==> src/rtl/core_ibex_ifetch_pmp_evt_buf.sv <==
`default_nettype none
// +--------------------------------------------------------------------------+
// | core_ibex_ifetch_pmp_evt_buf                                             |
// | Multi-channel ifetch PMP event FIFO with overflow, drop and error counts.|
// | Optional: define IBEX_IFETCH_PMP_TS_EN to timestamp each queued event.   |
// | Revision: 1.0                                                            |
// +--------------------------------------------------------------------------+
module core_ibex_ifetch_pmp_evt_buf #(
    parameter int NumChan = 2,
    parameter int AddrW   = 32,
    parameter int Depth   = 8,
    parameter int CntW    = 16,
    parameter int TsW     = 32
) (
    input  logic                                           clk,
    input  logic                                           reset,
    input  logic [NumChan-1:0]                             fetch_valid_i,
    input  logic [NumChan*AddrW-1:0]                       fetch_addr_i,
    input  logic [NumChan-1:0]                             fetch_pmp_err_i,
    input  logic                                           err_only_i,
    input  logic                                           clear_i,
    output logic                                           rd_valid_o,
    input  logic                                           rd_ready_i,
    output logic [((NumChan > 1) ? $clog2(NumChan) : 1)-1:0] rd_chan_o,
    output logic [AddrW-1:0]                               rd_addr_o,
    output logic                                           rd_pmp_err_o,
    output logic [TsW-1:0]                                 rd_ts_o,
    output logic [$clog2(Depth+1)-1:0]                     level_o,
    output logic                                           overflow_o,
    output logic [CntW-1:0]                                drop_cnt_o,
    output logic [CntW-1:0]                                err_cnt_o
);

    localparam int CHW  = (NumChan > 1) ? $clog2(NumChan) : 1;
    localparam int PTRW = $clog2(Depth);
    localparam int LVLW = $clog2(Depth+1);
    localparam int NCW  = $clog2(NumChan+1);
    localparam logic [LVLW:0] DEPTH_L = (LVLW+1)'(Depth);

    logic [CHW-1:0]   chan_q [Depth];
    logic [AddrW-1:0] addr_q [Depth];
    logic             perr_q [Depth];

    logic [PTRW-1:0] wr_ptr_q, wr_ptr_d, rd_ptr_q, rd_ptr_d;
    logic [LVLW-1:0] level_q, level_d;
    logic            ovf_q, ovf_d;
    logic [CntW-1:0] drop_q, drop_d, errc_q, errc_d;

    logic               pop;
    logic [LVLW:0]      space;
    logic [LVLW-1:0]    n_push;
    logic [NCW-1:0]     n_drop, n_err;
    logic [NumChan-1:0] accept;
    logic [PTRW-1:0]    widx [NumChan];

    function automatic logic [CntW-1:0] sat_add(input logic [CntW-1:0] a, input logic [NCW-1:0] b);
        logic [CntW:0] s;
        s = {1'b0, a} + (CntW+1)'(b);
        return s[CntW] ? {CntW{1'b1}} : s[CntW-1:0];
    endfunction

    // Channels claim free slots in ascending order, so overflow drops the highest indices.
    always_comb begin
        pop    = rd_valid_o & rd_ready_i;
        space  = DEPTH_L - {1'b0, level_q} + {{LVLW{1'b0}}, pop};
        n_push = '0;
        n_drop = '0;
        n_err  = '0;
        accept = '0;
        for (int c = 0; c < NumChan; c++) begin
            widx[c] = wr_ptr_q + n_push[PTRW-1:0];
            if (fetch_valid_i[c] & (~err_only_i | fetch_pmp_err_i[c])) begin
                if (fetch_pmp_err_i[c]) n_err = n_err + NCW'(1);
                if ({1'b0, n_push} < space) begin
                    accept[c] = 1'b1;
                    n_push    = n_push + LVLW'(1);
                end else begin
                    n_drop = n_drop + NCW'(1);
                end
            end
        end

        wr_ptr_d = wr_ptr_q + n_push[PTRW-1:0];
        rd_ptr_d = pop ? rd_ptr_q + PTRW'(1) : rd_ptr_q;
        level_d  = level_q + n_push - LVLW'(pop);
        ovf_d    = ovf_q | (n_drop != '0);
        drop_d   = sat_add(drop_q, n_drop);
        errc_d   = sat_add(errc_q, n_err);

        if (clear_i) begin
            accept   = '0;
            wr_ptr_d = '0;
            rd_ptr_d = '0;
            level_d  = '0;
            ovf_d    = 1'b0;
            drop_d   = '0;
            errc_d   = '0;
        end
    end

    always_ff @(posedge clk or posedge reset) begin
        if (reset) begin
            wr_ptr_q <= '0;
            rd_ptr_q <= '0;
            level_q  <= '0;
            ovf_q    <= 1'b0;
            drop_q   <= '0;
            errc_q   <= '0;
            for (int i = 0; i < Depth; i++) begin
                chan_q[i] <= '0;
                addr_q[i] <= '0;
                perr_q[i] <= 1'b0;
            end
        end else begin
            wr_ptr_q <= wr_ptr_d;
            rd_ptr_q <= rd_ptr_d;
            level_q  <= level_d;
            ovf_q    <= ovf_d;
            drop_q   <= drop_d;
            errc_q   <= errc_d;
            for (int c = 0; c < NumChan; c++) begin
                if (accept[c]) begin
                    chan_q[widx[c]] <= CHW'(c);
                    addr_q[widx[c]] <= fetch_addr_i[c*AddrW +: AddrW];
                    perr_q[widx[c]] <= fetch_pmp_err_i[c];
                end
            end
        end
    end

`ifdef IBEX_IFETCH_PMP_TS_EN
    // Free-running; deliberately not affected by clear_i.
    logic [TsW-1:0] ts_cnt_q;
    logic [TsW-1:0] ts_mem_q [Depth];

    always_ff @(posedge clk or posedge reset) begin
        if (reset) begin
            ts_cnt_q <= '0;
            for (int i = 0; i < Depth; i++) ts_mem_q[i] <= '0;
        end else begin
            ts_cnt_q <= ts_cnt_q + TsW'(1);
            for (int c = 0; c < NumChan; c++) begin
                if (accept[c]) ts_mem_q[widx[c]] <= ts_cnt_q;
            end
        end
    end

    assign rd_ts_o = ts_mem_q[rd_ptr_q];
`else
    assign rd_ts_o = '0;
`endif

    assign rd_valid_o   = (level_q != '0);
    assign rd_chan_o    = chan_q[rd_ptr_q];
    assign rd_addr_o    = addr_q[rd_ptr_q];
    assign rd_pmp_err_o = perr_q[rd_ptr_q];
    assign level_o      = level_q;
    assign overflow_o   = ovf_q;
    assign drop_cnt_o   = drop_q;
    assign err_cnt_o    = errc_q;

endmodule
`default_nettype wire

==> config.mk <==
export PLATFORM = sky130hd
export DESIGN_NAME = core_ibex_ifetch_pmp_evt_buf
export DESIGN_NICKNAME = d
export VERILOG_FILES = /design/src/rtl/core_ibex_ifetch_pmp_evt_buf.sv
export SDC_FILE = /design/constraint.sdc
export NUM_CORES = 1
export LEC_CHECK = 0
export CAP_MARGIN = 30
export CORE_MARGIN = 8
export CORE_UTILIZATION = 53
export CTS_BUF_LIST = sky130_fd_sc_hd__clkbuf_8 sky130_fd_sc_hd__clkbuf_16
export DETAILED_ROUTE_END_ITERATION = 6
export PLACE_DENSITY = 0.89
export SETUP_SLACK_MARGIN = 0.5
export SKIP_LAST_GASP = 1
export SYNTH_ARGS = -nofsm -noshare
export SYNTH_HDL_FRONTEND = slang
export SYNTH_SLANG_ARGS = --single-unit
==> constraint.sdc <==
create_clock -name clk -period 11.63 [get_ports clk]
set_clock_uncertainty 0.2 [all_clocks]
set_input_delay 2.326 -clock clk [delete_from_list [all_inputs] [get_ports clk]]
set_output_delay 2.326 -clock clk [all_outputs]
set_load 0.03 [all_outputs]
# After elaboration in Yosys (flattened, before gate mapping)
# Index checks and enable logic that the tools add are counted.
# totals
out_inout_bits	104
n_memories	0
romBits	0
inputBits	73
elab_cells	120
regBits	315
ram_bits	0
latch_bits	0
# classes
shifts	0
n_reduce_logical	5
order_cmp	7
addsub	12
n_mul	0
div	0
muxes	53
eq_ne	0
bitwise_logic	13
# ops
operator	count
256-bit bitwise mux	2
256-bit 2-to-1 mux	2
32-bit demux with 3-bit select	2
32-bit 2-to-1 mux	4
32-bit binary-select mux with 3-bit select	1
16-bit 2-to-1 mux	4
16-bit by 2-bit adder with 17-bit output	2
8-bit 2-to-1 mux	4
1-bit 2-to-1 mux	17
8-bit bitwise mux	2
4-bit >= comparator, second input constant	3
4-bit 2-to-1 mux	3
3-bit inverter with 4-bit output	3
2-bit 2-to-1 mux	5
3-bit 2-to-1 mux	3
8-bit AND	1
4-bit by 1-bit less-than comparator with 1-bit output, second input constant	2
8-bit inverter	1
8-bit OR	1
3-bit adder	2
1-bit binary-select mux with 3-bit select	2
1-bit demux with 3-bit select	2
5-bit by 1-bit adder with 5-bit output	1
1-bit by 5-bit less-than comparator with 1-bit output, first input constant	1
13 further kinds	20

# Longest topological paths before layout
# Gate-level depths: netlist of run 1.
# depth
depth_word	14
ltp_mapped	24
mapped_depth_nobuf	23

# Least setup slack after synthesis of run 1
# Ideal clock, no wire load.
# synth_path
path_kind	input-to-reg
startpoint	input rd_ready_i
endpoint	register drop_q[13] (netlist: drop_cnt_o[13])
path_stages	20
setup_time_ps	78
slack_ps	5141
n_path_buf	3
required_time_ps	11352
t_arrival_ps	6211
cell_sequence	nand2_1 -> ha_1 -> inv_1 -> ha_1 -> nand3_1 -> mux2_4 -> nor3_4 -> buf_4 -> buf_1 -> ha_1 -> nand2_1 -> o21ai_0 -> ha_1 -> inv_1 -> fa_1 -> nand3b_1 -> or3_1 -> or3_1 -> clkbuf_1 -> a21oi_1
# synth_via
elab_chain_cells	11
word_cells_on_any_way	14
classes_between	add/sub: 3; order compare: 2; mux: 8; bitwise: 1
# synth_lines
element	line	text
start, declared	23	input logic rd_ready_i,
1-bit AND (*)	64	pop = rd_valid_o & rd_ready_i;
5-bit by 1-bit adder with 5-bit output (*)	65	space = DEPTH_L - {1'b0, level_q} + {{LVLW{1'b0}}, pop};
1-bit by 5-bit less-than comparator with 1-bit output	74	if ({1'b0, n_push} < space) begin
1-bit 2-to-1 mux	74	
1-bit 2-to-1 mux	72	if (fetch_valid_i[c] & (~err_only_i | fetch_pmp_err_i[c])) begin
4-bit by 5-bit less-than comparator with 1-bit output / 2-bit by 1-bit adder with 2-bit output (equally long branches)	74, 78	
2-bit 2-to-1 mux	74	
2-bit 2-to-1 mux (*)	72	
16-bit by 2-bit adder with 17-bit output (*)	58	s = {1'b0, a} + (CntW+1)'(b);
16-bit 2-to-1 mux (*)	59	return s[CntW] ? {CntW{1'b1}} : s[CntW-1:0];
16-bit 2-to-1 mux (*)	90	if (clear_i) begin
via drop_d[13]	47	logic [CntW-1:0] drop_q, drop_d, errc_q, errc_d;
end signal, assigned	119	drop_q <= drop_d;
end, declared	47	
# The timed path passes the listed nets; every way through them passes the cells marked *.
# A chain may end at the register's enable or synchronous reset.

# Worst setup path after layout of run 1
# layout_path
startpoint	input rd_ready_i
endpoint	register drop_q[3] (netlist: drop_cnt_o[3])
# Same word-level chain as after synthesis.

==> results of run 1 <==
-- cell usage in the layout (no fill, tap or decap), drive strengths merged, types with 5 or more instances in the layout --
master           n
clkdlybuf4s50  144
conb            32
mux2i           41
a21oi           63
inv             35
and4             5
mux4            68
nand2           36
a21o             6
buf             24
xor2            19
clkbuf          41
nor4            36
ha              20
nand3           16
a32oi            6
nor3             9
dfrtp          315
clkinv           5
xnor2           10
nor2            23
o21ai           12
nor2b            8
nand2b           5
mux2           484
or3              8
-- power groups by stage --
stage,clock [uW],combinational (uW),sequential [uW]
floorplan,0,1680,1650
global placement,0,2110,1700
detailed placement,0,2200,1740
CTS,1160,2230,1730
global route,1200,2360,1780
finish,1140,2220,1730
-- worst max-delay path by stage --
| stage | from | end | slack (ns) | depth (start not counted) |
|---|---|---|---|---|
| global route | rd_ready_i | drop_cnt_o[3] | 4.12 | 20 |
| floorplan | reset | addr_q[0] | 4.91 | 1 |
| detailed placement | rd_ready_i | drop_cnt_o[3] | 3.99 | 20 |
| global placement | rd_ready_i | addr_q[225] | 3.98 | 15 |
| finish | rd_ready_i | drop_cnt_o[3] | 4.41 | 20 |
| CTS | rd_ready_i | drop_cnt_o[3] | 4.50 | 20 |
-- layer usage --
layer	track usage, %	wire [um]	vias up
met1	28.33	18880	6310
met2	38.83	24100	441
li1	-	-	5273
met4	10.02	1840	0
met5	0	0	-
met3	4.288	2840	127
-- sequential cells by signal, summed over array words and instances (netlist names), 3 cells and up --
name / flops
addr_q: 256
drop_cnt_o: 16
err_cnt_o: 16
chan_q: 8
perr_q: 8
level_o: 4
rd_ptr_q: 3
wr_ptr_q: 3
-- synth_stat cells (all sizes together), types with 19 or more instances --
master	n	area (um^2)
a21oi	63	315.3
buf	99	640.6
clkbuf	31	116.4
dfrtp	315	7883
ha	20	250.2
inv	29	108.9
mux2	484	5664
mux2i	41	410.4
mux4	68	1531
nand2	36	135.1
nor2	23	86.33
nor4	36	231.5
xor2	19	166.4
-- cell type report --
cell class | instances | area (um^2)
flip-flops and latches | 315 | 7889
multi-input cells | 939 | 9927
clock inverters | 19 | 193.9
clock buffers | 41 | 980.9
repair buffers | 168 | 1712
well taps | 455 | 569.3
inverters | 29 | 112.6
fillers | 2476 | 13070
diodes | 1 | 2.502
-- cell families after synthesis --
group           after synthesis
other cells                   1
fa+ha+maj                    24
simple gates                166
mux                         593
buf+inv                     159
flops                       315
xor+xnor                     29
compound gates               95
-- per-stage QoR --
stage | cells | util, %
CTS | 1965 | 62.00
finish | 1967 | 62.07
floorplan | 1413 | -
global placement | 1902 | 58.37
detailed placement | 1905 | 58.59
global route | 1967 | 62.07
==> flow_results.org, run 1 <==
** Floorplan
- Measured along the x axis, the die boundary spans 202.7 um.
- Die Area :: 0.04108 mm^2
- Ports placed on the boundary :: 177
- Floorplan row count :: 68
- The floorplan step set the die height to 202.7 um.
- The initial utilization of the core area, before any placement, comes to 53.61%.
- The floorplan step defined a core boundary enclosing 0.03446 mm^2.

** Critical path
- Among cell families on the critical path, the largest total delay comes from simple AND/OR/NAND/NOR gates.
- Reg2reg end :: drop_cnt_o[3]
- Element type at the critical path end :: register
- Data on the critical path is required at its endpoint by 11.85 ns.
- Critical-path cell list :: clkdlybuf4s50_1, nand2_1, ha_1, inv_1, ha_1, xor2_1, nand3b_1, nor2_1, nand3_1, inv_1, ha_1, nand2_1, o21ai_0, ha_1, inv_1, fa_1, nand3b_1, or3_1, or3_1, a21oi_1
- CP most frequent cell :: sky130_fd_sc_hd__ha_1
- Of all nets on the critical path, the largest fanout is 13.
- Kind of critical path :: input pin to register
- Data on the critical path arrives at its endpoint at 7.44 ns.
- Delay contributed by the slowest stage of the critical path :: 0.58 ns
- Together, buffers and inverters on the worst path number 4.
- For the worst flop-to-flop path, the logic depth is 22.
- Startpoint type of the worst setup path :: input pin
- Worst path slowest cell :: sky130_fd_sc_hd__nand3b_1
- Critical register-to-register path startpoint :: level_o[2]
- Worst setup slack for register-to-register paths :: 5.44 ns

** Pwr
- Pint :: 3396 uW
- For this design the ratio of total power to cell area is 238.5 mW/mm^2.
- Overall Power :: 5100 uW
- In this run the static leakage power is 0.009719 uW.
- Worst-case vdd ir drop :: 123.4 uV
- Clock network power share :: 22.5%
- For this design the total switching power over the nets is 1703 uW.
- Of the total power, the share spent switching nets is 33.40%.
- Combinational group share of total power :: 43.5%
- Flop pwr share :: 34.0%

** Clock tree
- Clock tree synthesis inserted a total of 35 buffers.
- Cells resized by post-CTS repair :: 0
- H-Tree Depth :: 2
- Post-CTS Setup Repair Bufs :: 0
- Clock transition at the registers of the reported paths :: 0.06 ns
- In this run the clock root is driven by a sky130_fd_sc_hd__clkbuf_16.
- Clock net sink count :: 315
- For this design, the CTS-stage hold fixing added 0 buffers.
- Insertion delay to the later sink of the worst-skew pair :: 0.51 ns
- No sink is reached through more buffers than the 3 on the longest clock path.
- CTS tree :: done

** Worst hold path
- Worst Hold Path EP :: chan_q[3]
- Min-delay worst type :: register to register
- Hold depth :: 1
- Startpoint of the tightest hold check path :: chan_q[3]

** Logic synthesis
- Sequential-to-total area share from yosys stat :: 42.67%
- Synthesized instance count :: 1382
- Number of enable-type register cells in the synthesized netlist :: 0
- The number of different library cells used by synthesis comes to 52.
- Most used flip-flop cell after synthesis :: sky130_fd_sc_hd__dfrtp_1
- Number of synthesized register bits :: 315
- Summing the areas of all compound-gate instances in the mapped netlist gives 3.062% of the synthesized area.
- Adder and majority gate portion of the synthesized area :: 1.788%
- During synthesis, Yosys emitted a total of 0 warnings.
- By area, the combinational part of the netlist is dominated by multiplexers.
- A synthesized cell averages 13.37 um^2.
- Syn Std Cell Area :: 0.01847 mm^2
- Share of synthesized cell area in and, or, nand and nor gates :: 5.222%
- Proportion of synthesized area in mux cells :: 41.17%
- Post-Synth XOR/XNOR Area :: 1.375%
- Share of async-settable or async-resettable flops after synthesis :: 100.0%

** Global route
- Number of antenna violations at the first check in global routing :: 1
- Entering global routing, the biggest net connects 171 pins.
- Total grt overflow :: 0
- Number of global-route vias before repair :: 13450
- Wire length of the first global-routing pass :: 75.71 mm
- In the global route stage, overall resource usage came out at 22.91%.

** Finish
- Net total in the final layout :: 1585
- Synthesis-to-finish area growth :: 15.78%
- Fraction of layout instances using a drive strength above 1 :: 42.75%
- Once layout is done, the placed cells without fillers occupy 0.02139 mm^2.

** Timing
- Accumulated negative setup slack :: 0 ns
- For the pin with the worst max-slew slack, the measured transition is 1.023 ns.
- The total count of max-transition violations in the final report came to 0.
- The hold violation total from the final report came to 0.
- Setup violations remaining at the end of the flow were counted as 0.
- Worst Setup Slack, final :: 4.410 ns
- Hold WS :: 0.2862 ns
- The smallest clock period supported by the final layout is computed as 7.220 ns.
- Part of the cycle the worst path needs :: 62.08%
- Setup repair after global routing left no endpoint under its margin.
- Slew headroom :: 31.80%
- Derived from the worst setup path, the maximum achievable clock frequency is 138.5 MHz.

** Detailed routing
- The count of nets left with antenna violations once routing finished came out at 0.
- After detailed routing, the number of vias per cell comes to 6.177.
- Routed Wire Length :: 47.66 mm
- The detailed router finished its first iteration with 778 violations.
- DRC violation count after routing :: 0
- The first detailed-routing pass ran for 5 iterations.
- In the final routed layout, each cell accounts on average for 24.23 um.
- Summing over every cut layer, the via total after detailed routing is 12150.

** Placed design
- Routability-driven placement finished with a final weighted congestion of 0.7966.
- Input and output buffers added on the ports amount to 144.
- Before CTS, the worst setup slack after placement is 3.988 ns.
- In this run the cell area measured after placement is 0.02019 mm^2.
- After legalization and detailed placement, the total HPWL measured 29.22 mm.

** Job
- The tool flagged a number of max-cap violations equal to 0.

** Run status
- The flow ran to the end, and the final reports show no timing, DRC or antenna violations.
Power figures use the tool's default switching activity.
==> inputs of run 2 (changes only) <==
- clock period: 11.63 -> 6.2 ns (I/O delays scaled with it)
==> run 2 against run 1 <==
Die area unchanged; critical path depth unchanged; via count up 0.11%; first-iteration DRC count up 7.2%; critical endpoint is now drop_cnt_o[2]; design area up 0.41%; global-route usage up 0.14 points; total power up 86%; register-to-register slack worse by 4.7 ns; worst setup slack worse by 3.6 ns; critical path type unchanged.
==> flow_results.org, run 2 (synthesis gave the netlist of run 1 again) <==
** Floorplan
- Floorplan row count :: 68 (unchanged)
- The area inside the core boundary came to 0.03446 mm^2 (unchanged).
- Die span in y :: 202.7 um (unchanged)
- The count of boundary I/O pins was 177 (unchanged).
- The effective utilization at floorplan is 53.61% (unchanged).
- Die Area :: 0.04108 mm^2 (unchanged)
- The horizontal die dimension came to 202.7 um (unchanged).

** Timing
- Hold WS :: 0.2763 ns (-0.009959 ns)
- RSZ-0062 raised after global routing :: no
- The worst slew margin relative to its limit is 23.65% (-8.2 points).
- Achievable frequency :: 184.0 MHz
- The hold violation total from the final report is 0 (unchanged).
- Worst Setup Slack, final :: 0.7646 ns (-3.645 ns)
- The setup TNS after final layout was 0 ns (unchanged).
- The count of final setup violators came to 0 (unchanged).
- The total count of max-transition violations in the final report was 0 (unchanged).
- Part of the cycle the worst path needs :: 87.67%
- Subtracting the final worst setup slack from the clock period gives 5.435 ns.
- Tightest Pin Transition :: 1.145 ns (+0.1224 ns)

** Job
- Max cap viols :: 0 (unchanged)

** Critical path
- On the critical path the largest part of the delay comes from simple AND/OR/NAND/NOR gates.
- The signal arrival time at the worst endpoint came to 5.66 ns (-1.78 ns).
- The critical path goes through clkdlybuf4s50_1, nand2_1, ha_1, inv_1, ha_1, nand3_1, mux2_4, nor2_1, nand3_1, inv_1, ha_1, nand2_1, o21ai_0, ha_1, inv_1, fa_1, nand3b_1, or3_1, or3_1, a21oi_1.
- The maximum single-stage delay on the critical path was 0.57 ns (about the same).
- Reg2reg end :: drop_cnt_o[2]
- The buffer and inverter count on the worst path was 4 (unchanged).
- The critical path required time was 6.43 ns (-5.42 ns).
- The critical path in this run is classified as input pin to register.
- The worst register-to-register path begins at level_o[2].
- STA classifies the critical path startpoint as an input pin.
- Logic depth of the worst register-to-register path :: 22 (unchanged)
- Element type at the critical path end :: register
- Worst path slowest cell :: sky130_fd_sc_hd__or3_1
- Worst setup slack for register-to-register paths :: 0.79 ns (-4.65 ns)
- Counting stages on the worst path, the most repeated cell is sky130_fd_sc_hd__ha_1.
- CP startpoint :: rd_ready_i
- The highest net fanout along the worst path was 13 (unchanged).

** Global route
- Largest net degree at the start of global routing :: 190 (+11%)
- Number of global-route vias before repair :: 13500 (+0.36%)
- The all-layer global routing usage was 23.06% (+0.14 points).
- The wire length of the first global-routing pass is 76.22 mm (+0.67%).
- Total grt overflow :: 0 (unchanged)
- Number of antenna violations at the first check in global routing :: 0 (-1)

** Placed design
- The detailed placer's ending HPWL is 30.23 mm (+3.5%).
- The post-placement cell count came to 1919 (+0.73%).
- The post-placement setup slack was 0.2532 ns (-3.735 ns).
- Routability Congestion :: 0.8252 (+3.6%)
- IO buf count :: 144 (unchanged)
- The post-detailed-placement cell area is 0.02035 mm^2 (+0.82%).

** Clock tree
- The register clock-pin slew on the reported worst setup and hold paths was 0.06 ns (about the same).
- CTS tree :: done
- The H-tree depth is 2 (unchanged).
- The number of buffers added by the clock tree synthesis step came to 36 (+2.9%).
- Root buffer selected by CTS :: sky130_fd_sc_hd__clkbuf_16
- Clock net sink count :: 315 (unchanged)
- Number of buffers on the longest clock path :: 3 (unchanged)
- Cells resized by post-CTS repair :: 0 (unchanged)
- Count of hold-fix buffers inserted at cts :: 0 (unchanged)
- Insertion delay to the later sink of the worst-skew pair :: 0.52 ns (about the same)
- The post-CTS repair timing setup buffer count was 0 (unchanged).

** Finish
- Number of flip-flops in the largest register :: 256 (unchanged)
- The final standard cell count with taps included and fillers excluded came to 1979 (+0.61%).
- In the layout the commonest cells are sky130_fd_sc_hd__mux2_2, sky130_fd_sc_hd__dfrtp_1, sky130_fd_sc_hd__clkdlybuf4s50_1, sky130_fd_sc_hd__mux4_2, sky130_fd_sc_hd__a21oi_1.
- The share of layout cells above drive strength 1 came to 43.37% (+0.62 points).
- The total inserted antenna cells is 0 (-1).
- Most common cell after layout, fill and taps aside :: sky130_fd_sc_hd__mux2_2
- Net total in the final layout :: 1599 (+0.88%)
- addr_q holds more flip-flops than any other register.
- Post-route standard cell area excluding fillers :: 0.02147 mm^2 (+0.41%)
- From synthesis to final layout, the design area changed by 16.25%.

** Detailed routing
- The remaining antenna violation count came to 0 (unchanged).
- The per-cell routed wire length is 24.06 um (-0.73%).
- Detailed-route via count :: 12160 (+0.11%)
- DRC violation total after the first TritonRoute iteration :: 834 (+7.2%)
- Routed Wire Length :: 47.61 mm (-0.12%)
- The number of vias per cell came to 6.147 (-0.50%).
- Iteration count of the initial detailed-routing pass :: 5 (unchanged)
- The post-route DRC violation count came to 0 (unchanged).

** Pwr
- The clock network fraction of total power is 21.6% (-0.9 points).
- The internal power is 6292 uW (+85%).
- Switching power of the nets :: 3168 uW (+86%)
- Total power per unit cell area :: 440.6 mW/mm^2 (+85%)
- The fraction of power consumed by sequential logic was 34.6% (+0.6 points).
- Switching power as a share of total power :: 33.49% (+0.088 points)
- The largest vdd supply drop came to 304.1 uV (+150%).
- Combinational group share of total power :: 43.8% (+0.3 points)
- The standby leakage power is 0.009766 uW (+0.48%).

** Run status
- The flow ran to the end, and the final reports show no timing, DRC or antenna violations.

** Worst hold path
- The worst hold path belongs to the class register to register.
- Hold depth :: 1 (unchanged)
- Startpoint of the tightest hold check path :: chan_q[2]
- The path with the worst hold slack has its endpoint at chan_q[2].
==> run 2: cell types whose count changed in the layout (fill, tap and decap cells not counted), moves of 3 or more <==
cell                        change
sky130_fd_sc_hd__buf_4          +8
sky130_fd_sc_hd__buf_12         +7
sky130_fd_sc_hd__bufinv_16      -3
sky130_fd_sc_hd__clkinv_2       +3
==> run 2: area by class of cell <==
type / instances / area, um^2
fill: 2478 / 12980
multi-input combinational: 939 / 9927
sequential: 315 / 7889
timing repair buffer: 181 / 1857
clock buffer: 43 / 1008
tap: 455 / 569.3
inverter: 29 / 112.6
clock inverter: 17 / 111.4
==> run 2: through the flow <==
step	total power [uW]	utilization, %
after global placement	7199	58.95
after global routing	9927	62.32
after floorplan	6247	-
after CTS	9509	62.32
final	9461	62.32
after detailed placement	7412	59.07
==> run 2: power by group through the flow <==
stage          Sequential [uW]  Clock (uW)  Combinational [uW]
2_1_floorplan             3100           0                3150
3_3_place_gp              3230           0                3970
3_5_place_dp              3290           0                4120
4_1_cts                   3270        2070                4160
5_1_grt                   3360        2150                4420
6_report                  3280        2040                4140
==> run 2: worst max-delay path by stage <==
stage | end | depth (start not counted)
after floorplan | addr_q[0] | 1
after global placement | drop_cnt_o[0] | 20
after detailed placement | drop_cnt_o[0] | 20
after CTS | drop_cnt_o[2] | 20
after global routing | drop_cnt_o[2] | 22
final | drop_cnt_o[2] | 20
==> run 2: per-layer routing <==
layer  global-route usage (%)  wire length [um]
met2                    39.80             24200
met1                    28.16             18790
met3                    4.590              2983
met4                    8.961              1630
met5                        0                 0
